==> config.mk <==
export PLATFORM = sky130hd
export DESIGN_NAME = mips_prog_loader
export DESIGN_NICKNAME = d
export VERILOG_FILES = /design/src/rtl/mips_prog_loader.sv
export SDC_FILE = /design/constraint.sdc
export NUM_CORES = 1
export LEC_CHECK = 0
export BUFFER_PORTS_ARGS = -buffer_cell sky130_fd_sc_hd__buf_2
export CAP_MARGIN = 10
export CORE_ASPECT_RATIO = 0.6
export CORE_MARGIN = 2
export CORE_UTILIZATION = 34
export DETAILED_ROUTE_END_ITERATION = 6
export MAX_ROUTING_LAYER = met4
export PLACE_DENSITY = 0.77
export SLEW_MARGIN = 15
export SYNTH_ARGS = -nofsm -noshare
export SYNTH_HDL_FRONTEND = slang
export SYNTH_SLANG_ARGS = --single-unit
==> constraint.sdc <==
create_clock -name clk1 -period 1.57 [get_ports clk1]
set_input_delay 0.314 -clock clk1 [delete_from_list [all_inputs] [get_ports clk1]]
set_output_delay 0.314 -clock clk1 [all_outputs]
set_load 0.005 [all_outputs]
==> src/rtl/mips_prog_loader.sv <==
// Boot/dump sequencer for the two-phase MIPS core: streams a program into imem, pulses start,
// waits for HALT, then streams R0..R[NREGS_DUMP-1] out. Optional watchdog under LOADER_TIMEOUT_EN.
module mips_prog_loader #(
    parameter int DATA_W      = 32,
    parameter int ADDR_W      = 10,
    parameter int REG_AW      = 5,
    parameter int NREGS_DUMP  = 6,
    parameter int TIMEOUT_CYC = 1024
) (
    input  logic              clk1,
    input  logic              rst_n,
    input  logic              cmd_start,
    input  logic              ld_valid,
    output logic              ld_ready,
    input  logic [DATA_W-1:0] ld_data,
    input  logic              ld_last,
    output logic              imem_we,
    output logic [ADDR_W-1:0] imem_addr,
    output logic [DATA_W-1:0] imem_wdata,
    output logic              core_start,
    output logic              core_run,
    input  logic              core_halted,
    output logic [REG_AW-1:0] rf_raddr,
    input  logic [DATA_W-1:0] rf_rdata,
    output logic              dump_valid,
    input  logic              dump_ready,
    output logic [DATA_W-1:0] dump_data,
    output logic [REG_AW-1:0] dump_idx,
    output logic              dump_last,
    output logic              busy,
    output logic              done,
    output logic              err_timeout
);

    typedef enum logic [2:0] {
        S_IDLE,
        S_LOAD,
        S_START,
        S_RUN,
        S_DUMP,
        S_DONE,
        S_ERR
    } state_t;

    localparam logic [ADDR_W-1:0] ADDR_MAX = '1;
    localparam logic [REG_AW-1:0] LAST_IDX = REG_AW'(NREGS_DUMP - 1);

    state_t            state_reg, state_next;
    logic [ADDR_W-1:0] addr_reg, addr_next;
    logic [REG_AW-1:0] idx_reg, idx_next;
    logic              run_first_reg, run_first_next;

`ifdef LOADER_TIMEOUT_EN
    localparam int WD_W = (TIMEOUT_CYC > 2) ? $clog2(TIMEOUT_CYC) : 1;
    localparam logic [WD_W-1:0] WD_LAST = WD_W'(TIMEOUT_CYC - 1);
    logic [WD_W-1:0] wd_reg, wd_next;
`else
    logic unused_timeout_cfg;
    assign unused_timeout_cfg = ^TIMEOUT_CYC;
`endif

    // Write data and dump data are pure pass-throughs; the strobes qualify them.
    assign imem_wdata = ld_data;
    assign dump_data  = rf_rdata;

    always_ff @(posedge clk1 or negedge rst_n) begin
        if (!rst_n) begin
            state_reg     <= S_IDLE;
            addr_reg      <= '0;
            idx_reg       <= '0;
            run_first_reg <= 1'b0;
        end else begin
            state_reg     <= state_next;
            addr_reg      <= addr_next;
            idx_reg       <= idx_next;
            run_first_reg <= run_first_next;
        end
    end

`ifdef LOADER_TIMEOUT_EN
    always_ff @(posedge clk1 or negedge rst_n) begin
        if (!rst_n) begin
            wd_reg <= '0;
        end else begin
            wd_reg <= wd_next;
        end
    end
`endif

    always_comb begin
        state_next     = state_reg;
        addr_next      = addr_reg;
        idx_next       = idx_reg;
        run_first_next = run_first_reg;
`ifdef LOADER_TIMEOUT_EN
        wd_next        = wd_reg;
`endif
        ld_ready       = 1'b0;
        imem_we        = 1'b0;
        imem_addr      = '0;
        core_start     = 1'b0;
        core_run       = 1'b0;
        rf_raddr       = '0;
        dump_valid     = 1'b0;
        dump_idx       = '0;
        dump_last      = 1'b0;
        busy           = 1'b0;
        done           = 1'b0;
        err_timeout    = 1'b0;

        case (state_reg)
            S_IDLE: begin
                if (cmd_start) begin
                    addr_next  = '0;
                    state_next = S_LOAD;
                end
            end

            S_LOAD: begin
                busy      = 1'b1;
                ld_ready  = 1'b1;
                imem_addr = addr_reg;
                if (ld_valid) begin
                    imem_we   = 1'b1;
                    addr_next = addr_reg + 1'b1;
                    // Stop at the top word instead of wrapping over address 0.
                    if (ld_last || (addr_reg == ADDR_MAX)) begin
                        state_next = S_START;
                    end
                end
            end

            S_START: begin
                busy           = 1'b1;
                core_start     = 1'b1;
                run_first_next = 1'b1;
`ifdef LOADER_TIMEOUT_EN
                wd_next        = '0;
`endif
                state_next     = S_RUN;
            end

            S_RUN: begin
                busy           = 1'b1;
                core_run       = 1'b1;
                run_first_next = 1'b0;
                // The halted flag may still be stale in the first RUN cycle.
                if (!run_first_reg && core_halted) begin
                    idx_next   = '0;
                    state_next = S_DUMP;
                end
`ifdef LOADER_TIMEOUT_EN
                else if (wd_reg == WD_LAST) begin
                    state_next = S_ERR;
                end else begin
                    wd_next = wd_reg + 1'b1;
                end
`endif
            end

            S_DUMP: begin
                busy       = 1'b1;
                dump_valid = 1'b1;
                rf_raddr   = idx_reg;
                dump_idx   = idx_reg;
                dump_last  = (idx_reg == LAST_IDX);
                if (dump_ready) begin
                    idx_next = idx_reg + 1'b1;
                    if (idx_reg == LAST_IDX) begin
                        state_next = S_DONE;
                    end
                end
            end

            S_DONE: begin
                done = 1'b1;
                if (cmd_start) begin
                    addr_next  = '0;
                    state_next = S_LOAD;
                end
            end

            S_ERR: begin
`ifdef LOADER_TIMEOUT_EN
                err_timeout = 1'b1;
`endif
                if (cmd_start) begin
                    addr_next  = '0;
                    state_next = S_LOAD;
                end
            end

            default: begin
                state_next = S_IDLE;
            end
        endcase
    end

endmodule
==> results of run 1 <==
[cell type report]
class,instances,share of cell area
flip-flops and latches,19,0.214
multi-input cells,111,0.406
repair buffers,77,0.307
clock buffers,4,0.0201
well taps,66,0.0369
inverters,8,0.0157
[metrics by stage]
| stage | worst slack, ns | instances |
|---|---|---|
| CTS | -0.199 | 275 |
| global placement | -0.0603 | 256 |
| global route | -0.290 | 285 |
| finish | -0.249 | 285 |
| detailed placement | -0.187 | 256 |
| floorplan | 0.0392 | 214 |
[placed cells by master, fill, tap and decap left out, types with 2 or more instances in the layout]
master    Yosys  layout
buf_6         1      34
buf_4        71      24
dfrtp_1      19      17
buf_2         2      16
nand2_1      11       9
and2_4        0       8
a21oi_1       9       6
o31ai_1       6       6
or4_1         6       6
and3_4        0       5
inv_1         8       5
nor2_1        6       5
and2_1       12       4
xor2_1        4       4
nand3_1       4       4
nand4_1       4       4
o21ai_0       7       3
o21ai_1       1       3
o211ai_1      3       3
a21oi_2       0       3
ha_1          3       3
clkbuf_8      0       3
nor3b_4       0       2
nand2_4       0       2
nor2_4        0       2
inv_2         0       2
o21ai_4       0       2
nand3b_1      2       2
or3_1         2       2
a21o_1        2       2
dfrtp_2       0       2
[critical path: stages (launching register included)]
cell and delay (ns):
dfrtp_2 0.44, buf_6 0.13, nor3b_4 0.26, buf_6 0.17
and2_1 0.12, buf_2 0.11
[worst max-delay path by stage]
stage | endpoint | cells past startpoint
after floorplan | imem_addr[0] | 4
final | imem_addr[8] | 5
after global placement | addr_reg[5] | 5
after CTS | imem_addr[7] | 5
after global routing | dump_last | 6
after detailed placement | addr_reg[9] | 5
[per-layer routing]
layer	wire, um	vias to the layer above	global-route usage
li1	-	670	-
met1	1960	751	0.181
met2	2180	87	0.218
met3	365	23	0.0507
met4	158	0	0.0959
met5	0	-	-
[power groups by stage]
stage / clock, uW / combinational [uW] / sequential, uW
CTS: 359 / 1690 / 700
detailed placement: 0 / 1240 / 691
global route: 386 / 2280 / 726
floorplan: 0 / 873 / 680
finish: 360 / 2150 / 720
global placement: 0 / 1200 / 682
[what timing repair did]
action                                 4_1_cts  5_1_grt
buffers inserted                            15       11
pin swaps                                   14       11
hold buffers                                 1        0
endpoints found under the hold margin       19        0
setup endpoints to repair                   36       45
gates resized for setup                     39       48
[logic make-up after synthesis]
group                    after synthesis  synth area share
other                                  1           0.00207
AND/OR/NAND/NOR                       67             0.226
XOR/XNOR                               5            0.0242
buffers and inverters                 84             0.327
multiplexers                           2            0.0118
AO/OA/AOI/OAI                         32             0.120
flip-flops                            19             0.263
adder cells (fa/ha/maj)                4            0.0263
==> results.json, run 1 <==
{
  "ys.flop_type": "dfrtp_1",
  "tns_ns": -7.48,
  "multi_input_area_um2": 910,
  "maxSlewViolCount": 0,
  "synth_edf_count": 0,
  "first_iter_violations": 103,
  "crit_type": "reg -> out",
  "cp_max_fo": 8,
  "period_needed_ns": 1.82,
  "die_area_um2": 5940,
  "maxCapViolations": 0,
  "p_int_uw": 1940,
  "slew_headroom": 0.660,
  "cts_max_level": 1,
  "fin_skew_ns": 0.00112,
  "hp-start": "dump_ready",
  "fmaxAchievable_mhz": 550,
  "firstDrtPassIters": 5,
  "timing.rr.start": "state_reg[1]",
  "cts_buffers": 3,
  "synth.largest_area_cell": "buf_4",
  "grt_pass1_vias": 1338,
  "vias": 1531,
  "ys_seq_area_frac": 0.263,
  "final-hold-violation-count": 0,
  "hp-class": "in -> reg",
  "n_antenna_cell": 0,
  "rows": 20,
  "endpoint_kind": "primary output",
  "grt_overflow": 0,
  "dp_hpwl_um": 2830,
  "wl_per_cell_um": 16.3,
  "peakVddDrop_v": 0.000380,
  "yosys_warnings": 0,
  "syn-cell-area_um2": 1810,
  "avgSynthCellArea_um2": 8.45,
  "synthArstFlopShare": 1.00,
  "vias_per_cell": 5.37,
  "p_leak_uw": 0.00104,
  "die_w_um": 98.2,
  "synth.most_common_cell": "buf_4",
  "power.density_nw_per_um2": 1440,
  "antenna_found_initial": 0,
  "place_congestion": 0.841,
  "fin_util": 0.438,
  "largest_reg_flops": 10,
  "worstSetupStartpoint": "state_reg[1]",
  "worstMarginPinSlew_ns": 0.506,
  "min_to": "state_reg[0]",
  "outcome": "complete, but fails checks",
  "start_util": 0.354,
  "ys_types": 42,
  "rsz0062_at_grt": "yes",
  "routed_wirelength_um": 4660,
  "cts_tree": "built",
  "min_path_cells": 3,
  "yosys-top-cells-count": "buf_4, dfrtp_1, and2_1",
  "critPathArrivalTime_ns": 1.51,
  "synth-seq-cells": 19,
  "cts.root.buffer_cell": "clkbuf_8",
  "io_buffers": 34,
  "required_ns": 1.26,
  "final_nets": 294,
  "synthCells": 214,
  "power_uw": 3230,
  "seq_area_um2": 478,
  "io_pins": 164,
  "r2r_end": "idx_reg[1]",
  "drive_above_1_share": 0.543,
  "r2r_cells": 7,
  "clock-sinks": 19,
  "seq_power_share": 0.223,
  "final_antenna_net_count": 0,
  "syn_nets": 288,
  "ys_top_cells_by_area": "buf_4, dfrtp_1, and2_1",
  "path_clk_slew_ns": 0.07,
  "finalSetupViolCount": 44,
  "grt_max_degree": 20,
  "die_h_um": 60.5,
  "violations": "negative setup slack",
  "clk_path_buf_depth": 2,
  "grt.total_usage": 0.150,
  "fin_crit_sh": 1.16,
  "power.switching_uw": 1300,
  "fillers": 489,
  "rrSetupSlack_ns": -0.21,
  "switching_share": 0.401,
  "hold_ws_ns": 0.376,
  "synth_top_cell_area_share": 0.295,
  "syn2layout_area_growth_pct": 23.7,
  "combinationalPowerShare": 0.666,
  "insertion_delay_ns": 0.27,
  "drc": 0,
  "grt_first_pass_wirelength_um": 6540,
  "startpoint_type": "flop",
  "p_clk_frac": 0.111,
  "core_area_um2": 5100,
  "finalInstanceArea_um2": 2240,
  "placed_cell_area_um2": 1650,
  "setup_slack_ns": -0.249
}
No activity file was read; power rests on OpenSTA's default activity.
==> run 2: changes to the inputs <==
- ABC_AREA: unset -> 1
- CORE_ASPECT_RATIO: 0.6 -> 2
- CORE_UTILIZATION: 34 -> 35
- PLACE_DENSITY: 0.77 -> 0.78
==> results.json, run 2 <==
{
  "synth_top_cell_area_share": 0.277,
  "synth_edf_count": 0,
  "firstDrtPassIters": 4,
  "first_iter_violations": 29,
  "drive_above_1_share": 0.431,
  "hold_ws_ns": -0.0109,
  "synthArstFlopShare": 1.00,
  "final_cell_mix": "nand2_1, buf_2, inv_1, nor2_1, buf_4",
  "holdBufCountCts": 0,
  "setup_slack_ns": -0.0432,
  "syn-cell-area_um2": 1900,
  "power.switching_uw": 1480,
  "finalInstanceArea_um2": 2060,
  "cts.root.buffer_cell": "clkbuf_8",
  "peakVddDrop_v": 0.00107,
  "grt_first_pass_wirelength_um": 6210,
  "required_ns": 1.26,
  "final_antenna_net_count": 0,
  "ys_types": 25,
  "cts_tree": "built",
  "fin_skew_ns": 0.00987,
  "final_cells": 327,
  "clk_path_buf_depth": 2,
  "final-hold-violation-count": 11,
  "drc": 0,
  "clock-sinks": 19,
  "antenna_found_initial": 0,
  "io_buffers": 34,
  "dp_hpwl_um": 2800,
  "maxSlewViolCount": 0,
  "violations": "negative hold slack, negative setup slack",
  "vias": 1535,
  "ys_seq_area_frac": 0.251,
  "start_util": 0.356,
  "period_needed_ns": 1.61,
  "io_pins": 164,
  "rrSetupSlack_ns": -0.01,
  "power.density_nw_per_um2": 1560,
  "core_area_um2": 5330,
  "outcome": "complete, but fails checks",
  "grt_pass1_vias": 1370,
  "cp_max_fo": 5,
  "hp-class": "in -> async",
  "ys.flop_type": "dfrtp_1",
  "grt_overflow": 0,
  "cts_max_level": 1,
  "routed_wirelength_um": 4040,
  "finalSetupViolCount": 23,
  "timing.rr.start": "state_reg[1]",
  "yosys_warnings": 0,
  "p_clk_frac": 0.111,
  "avgSynthCellArea_um2": 6.85,
  "tns_ns": -0.406,
  "dpl.cell_count": 306,
  "insertion_delay_ns": 0.26,
  "path_clk_slew_ns": 0.08,
  "synthCells": 277,
  "r2r_end": "addr_reg[9]",
  "synth.most_common_cell": "buf_4",
  "ys_top_cells_by_area": "buf_4, dfrtp_1, nand2_1",
  "yosys-top-cells-count": "buf_4, nand2_1, nor2_1",
  "rsz0062_at_grt": "yes",
  "die_w_um": 56.1,
  "fmaxAchievable_mhz": 620,
  "largest_reg_flops": 10,
  "crit_type": "reg -> out",
  "syn2layout_area_growth_pct": 8.44,
  "die_area_um2": 6060,
  "rows": 38,
  "place_congestion": 0.893,
  "p_int_uw": 1730,
  "fin_crit_sh": 1.03,
  "n_antenna_cell": 0,
  "seq_power_share": 0.223,
  "die_h_um": 108,
  "synth-seq-cells": 19,
  "grt.total_usage": 0.129,
  "critPathArrivalTime_ns": 1.30,
  "wl_per_cell_um": 12.3,
  "combinationalPowerShare": 0.666,
  "grt_max_degree": 20,
  "p_leak_uw": 0.00102,
  "synth.largest_area_cell": "buf_4",
  "endpoint_kind": "primary output",
  "syn_nets": 351,
  "maxCapViolations": 0,
  "switching_share": 0.462,
  "r2r_cells": 9,
  "final_nets": 342,
  "placed_cell_area_um2": 1660,
  "vias_per_cell": 4.69,
  "startpoint_type": "flop",
  "cts_buffers": 3,
  "final_common_cell": "nand2_1"
}
## run 2: changes by cell type in the layout (fill, tap and decap cells not counted), moves of 11 or more
cell     delta
nand2_1    +43
nand3_1    +11
buf_6      -29
nor2_4     +14
inv_1      +17
buf_2      +18
nor2_1     +14
## run 2: timing repair
action,CTS,global route
resized for setup,22,45
setup buffers,10,6
gates cloned,1,0
pin swaps,3,12
endpoints found under the setup margin,23,37
## run 2: power by group through the flow
stage	clock network, uW	logic (uW)	registers (uW)
2_1_floorplan	0	1100	696
3_3_place_gp	0	1330	682
3_5_place_dp	0	1350	691
4_1_cts	355	1640	704
5_1_grt	376	2320	731
6_report	356	2140	715
## run 2: cell families after synthesis
family          after synthesis  share of synthesized area
simple gates                125                      0.296
buf+inv                     106                      0.355
flops                        19                      0.251
compound gates               16                     0.0449
xor+xnor                      7                     0.0323
fa+ha+maj                     3                     0.0198
other cells                   1                    0.00198
## run 2: critical path: stages, from the launching register on
cell,delay (ns)
dfrtp_2,0.47
nor2_4,0.15
nand2_4,0.07
buf_6,0.14
nor2_4,0.09
buf_2,0.12
## run 2: metal layers
| metal | GRT usage | share of wire | wire, um |
|---|---|---|---|
| met5 | - | 0 | 0 |
| met4 | 0.0493 | 0.021 | 83 |
| met2 | 0.207 | 0.48 | 1930 |
| met1 | 0.155 | 0.41 | 1660 |
| met3 | 0.0335 | 0.088 | 354 |
## run 2: area by class of cell
type / instances / area [um2]
clock buffer: 4 / 45.0
multi-input combinational: 152 / 931
fill: 572 / 3270
timing repair buffer: 60 / 404
inverter: 32 / 123
sequential: 19 / 479
tap: 60 / 75.1
## run 2: how the worst max path moves through the flow
stage | endpoint | from | slack (ns) | cells past startpoint
after floorplan | rf_raddr[0] | state_reg[0] | 0.09 | 5
after global placement | addr_reg[8] | state_reg[0] | 0.06 | 10
after detailed placement | addr_reg[4] | state_reg[0] | 0.05 | 10
after CTS | imem_addr[4] | state_reg[1] | -0.04 | 5
after global routing | dump_last | idx_reg[1] | -0.10 | 7
final | dump_idx[1] | state_reg[1] | -0.04 | 5
## run 2: stage by stage
step / utilization / worst slack [ns] / hold WS, ns / total power (uW)
CTS: 0.348 / -0.0375 / 0.0105 / 2700
global placement: 0.311 / 0.0633 / 0.289 / 2010
floorplan: - / 0.0855 / 0.0184 / 1790
finish: 0.386 / -0.0432 / -0.0109 / 3210
detailed placement: 0.311 / 0.0511 / 0.287 / 2040
global route: 0.386 / -0.104 / 0.0294 / 3420
==> run 3: changes to the inputs <==
- PLACE_DENSITY: 0.78 -> 0.84
==> results.json, run 3 (synthesis gave the netlist of run 2 again) <==
{
  "rows": 38,
  "die_area_um2": 6060,
  "syn2layout_area_growth_pct": 8.11,
  "firstDrtPassIters": 4,
  "required_ns": 1.26,
  "largest_reg_flops": 10,
  "rrSetupSlack_ns": 0.03,
  "vias_per_cell": 4.70,
  "fin_util": 0.385,
  "path_cells": "buf_4, nand3_4, buf_8, nor2_1, buf_2",
  "startpoint_type": "flop",
  "cts.root.buffer_cell": "clkbuf_8",
  "cp_max_fo": 6,
  "io_buffers": 34,
  "crit_type": "reg -> out",
  "place_congestion": 0.872,
  "met2_usage": 0.219,
  "placed_cell_area_um2": 1640,
  "drive_above_1_share": 0.401,
  "clock-sinks": 19,
  "io_pins": 164,
  "start_util": 0.356,
  "final_nets": 342,
  "wl_per_cell_um": 13.0,
  "fin_skew_ns": 0.00198,
  "first_iter_violations": 51,
  "die_h_um": 108,
  "power_uw": 3230,
  "peakVddDrop_v": 0.00100,
  "path_clk_slew_ns": 0.08,
  "grt_use_met3": 0.0323,
  "endpoint_kind": "primary output",
  "p_leak_uw": 0.00103,
  "vias": 1537,
  "core_area_um2": 5330,
  "fin_crit_sh": 1.05,
  "timing.rr.start": "state_reg[1]",
  "r2r_end": "addr_reg[5]",
  "critPathArrivalTime_ns": 1.33,
  "final_common_cell": "nand2_1",
  "maxCapViolations": 0,
  "critPathSlowestCell": "dfrtp_2",
  "final_antenna_net_count": 0,
  "tns_ns": -1.03,
  "cpPeakStageDelay_ns": 0.44,
  "clk_path_buf_depth": 2,
  "final_cell_mix": "nand2_1, buf_2, inv_1, nor2_1, buf_4",
  "cts_tree": "built",
  "rsz0062_at_grt": "yes",
  "hp-class": "reg -> reg",
  "crit_end": "imem_addr[2]",
  "die_w_um": 56.1,
  "finalSetupViolCount": 24,
  "n_antenna_cell": 0,
  "insertion_delay_ns": 0.26,
  "period_needed_ns": 1.64,
  "drc": 0,
  "grt.busiest_layer": "met2",
  "grt.total_usage": 0.134,
  "setup_slack_ns": -0.0720,
  "place_ws_ns": 0.0252,
  "violations": "negative setup slack",
  "use_met1": 0.143,
  "r2r_cells": 8,
  "cts_buffers": 3,
  "power.density_nw_per_um2": 1580,
  "maxSlewViolCount": 0,
  "antenna_found_initial": 0,
  "fmaxAchievable_mhz": 609,
  "grt_overflow": 0,
  "outcome": "complete, but fails checks",
  "dp_hpwl_um": 2640,
  "final-hold-violation-count": 0,
  "grt_first_pass_wirelength_um": 6440,
  "grt_pass1_vias": 1489,
  "grt_max_degree": 20,
  "cts_max_level": 1,
  "worstSetupStartpoint": "state_reg[0]",
  "routed_wirelength_um": 4250,
  "finalInstanceArea_um2": 2050
}
-- run 3: how the worst min path moves through the flow --
stage	start	endpoint	cells past startpoint
global placement	rst_n	addr_reg[4]	1
global route	run_first_reg	run_first_reg	2
CTS	run_first_reg	run_first_reg	2
floorplan	rst_n	addr_reg[0]	0
detailed placement	rst_n	addr_reg[4]	1
finish	run_first_reg	run_first_reg	2
-- run 3: area by class of cell --
type                       instances  area, um2
fill                             560       3270
multi-input combinational        153        932
sequential                        19        478
timing repair buffer              59        395
inverter                          32        125
tap                               60       75.1
clock buffer                       4       45.0
-- run 3: stage by stage --
stage               std cells  hold slack, ns
global placement          304           0.283
floorplan                 277          0.0184
detailed placement        304           0.289
CTS                       320           0.522
global route              327           0.559
finish                    327           0.524
-- run 3: metal layers --
metal	part of all wire	up-vias
li1	-	755
met1	0.40	713
met2	0.49	55
met3	0.073	14
met4	0.032	0
met5	0	-
-- run 3: timing repair --
action,4_1_cts,5_1_grt
buffers inserted,11,7
pin swaps,3,8
gates cloned,0,1
hold buffers,1,0
endpoints found under the setup margin,23,35
gates resized for setup,22,36
endpoints found under the hold margin,19,0
-- run 3: critical path: cells and delay by family, from the launching register on --
kind	cells	cell delay, ns
DFF	1	0.44
buffers and inverters	3	0.43
and+or+nand+nor	2	0.19
-- run 3: where the power goes --
part / switching, uW / internal (uW) / total, uW
sequential: 113 / 593 / 706
combinational: 1260 / 908 / 2170
clock: 181 / 181 / 362
total: 1550 / 1680 / 3230
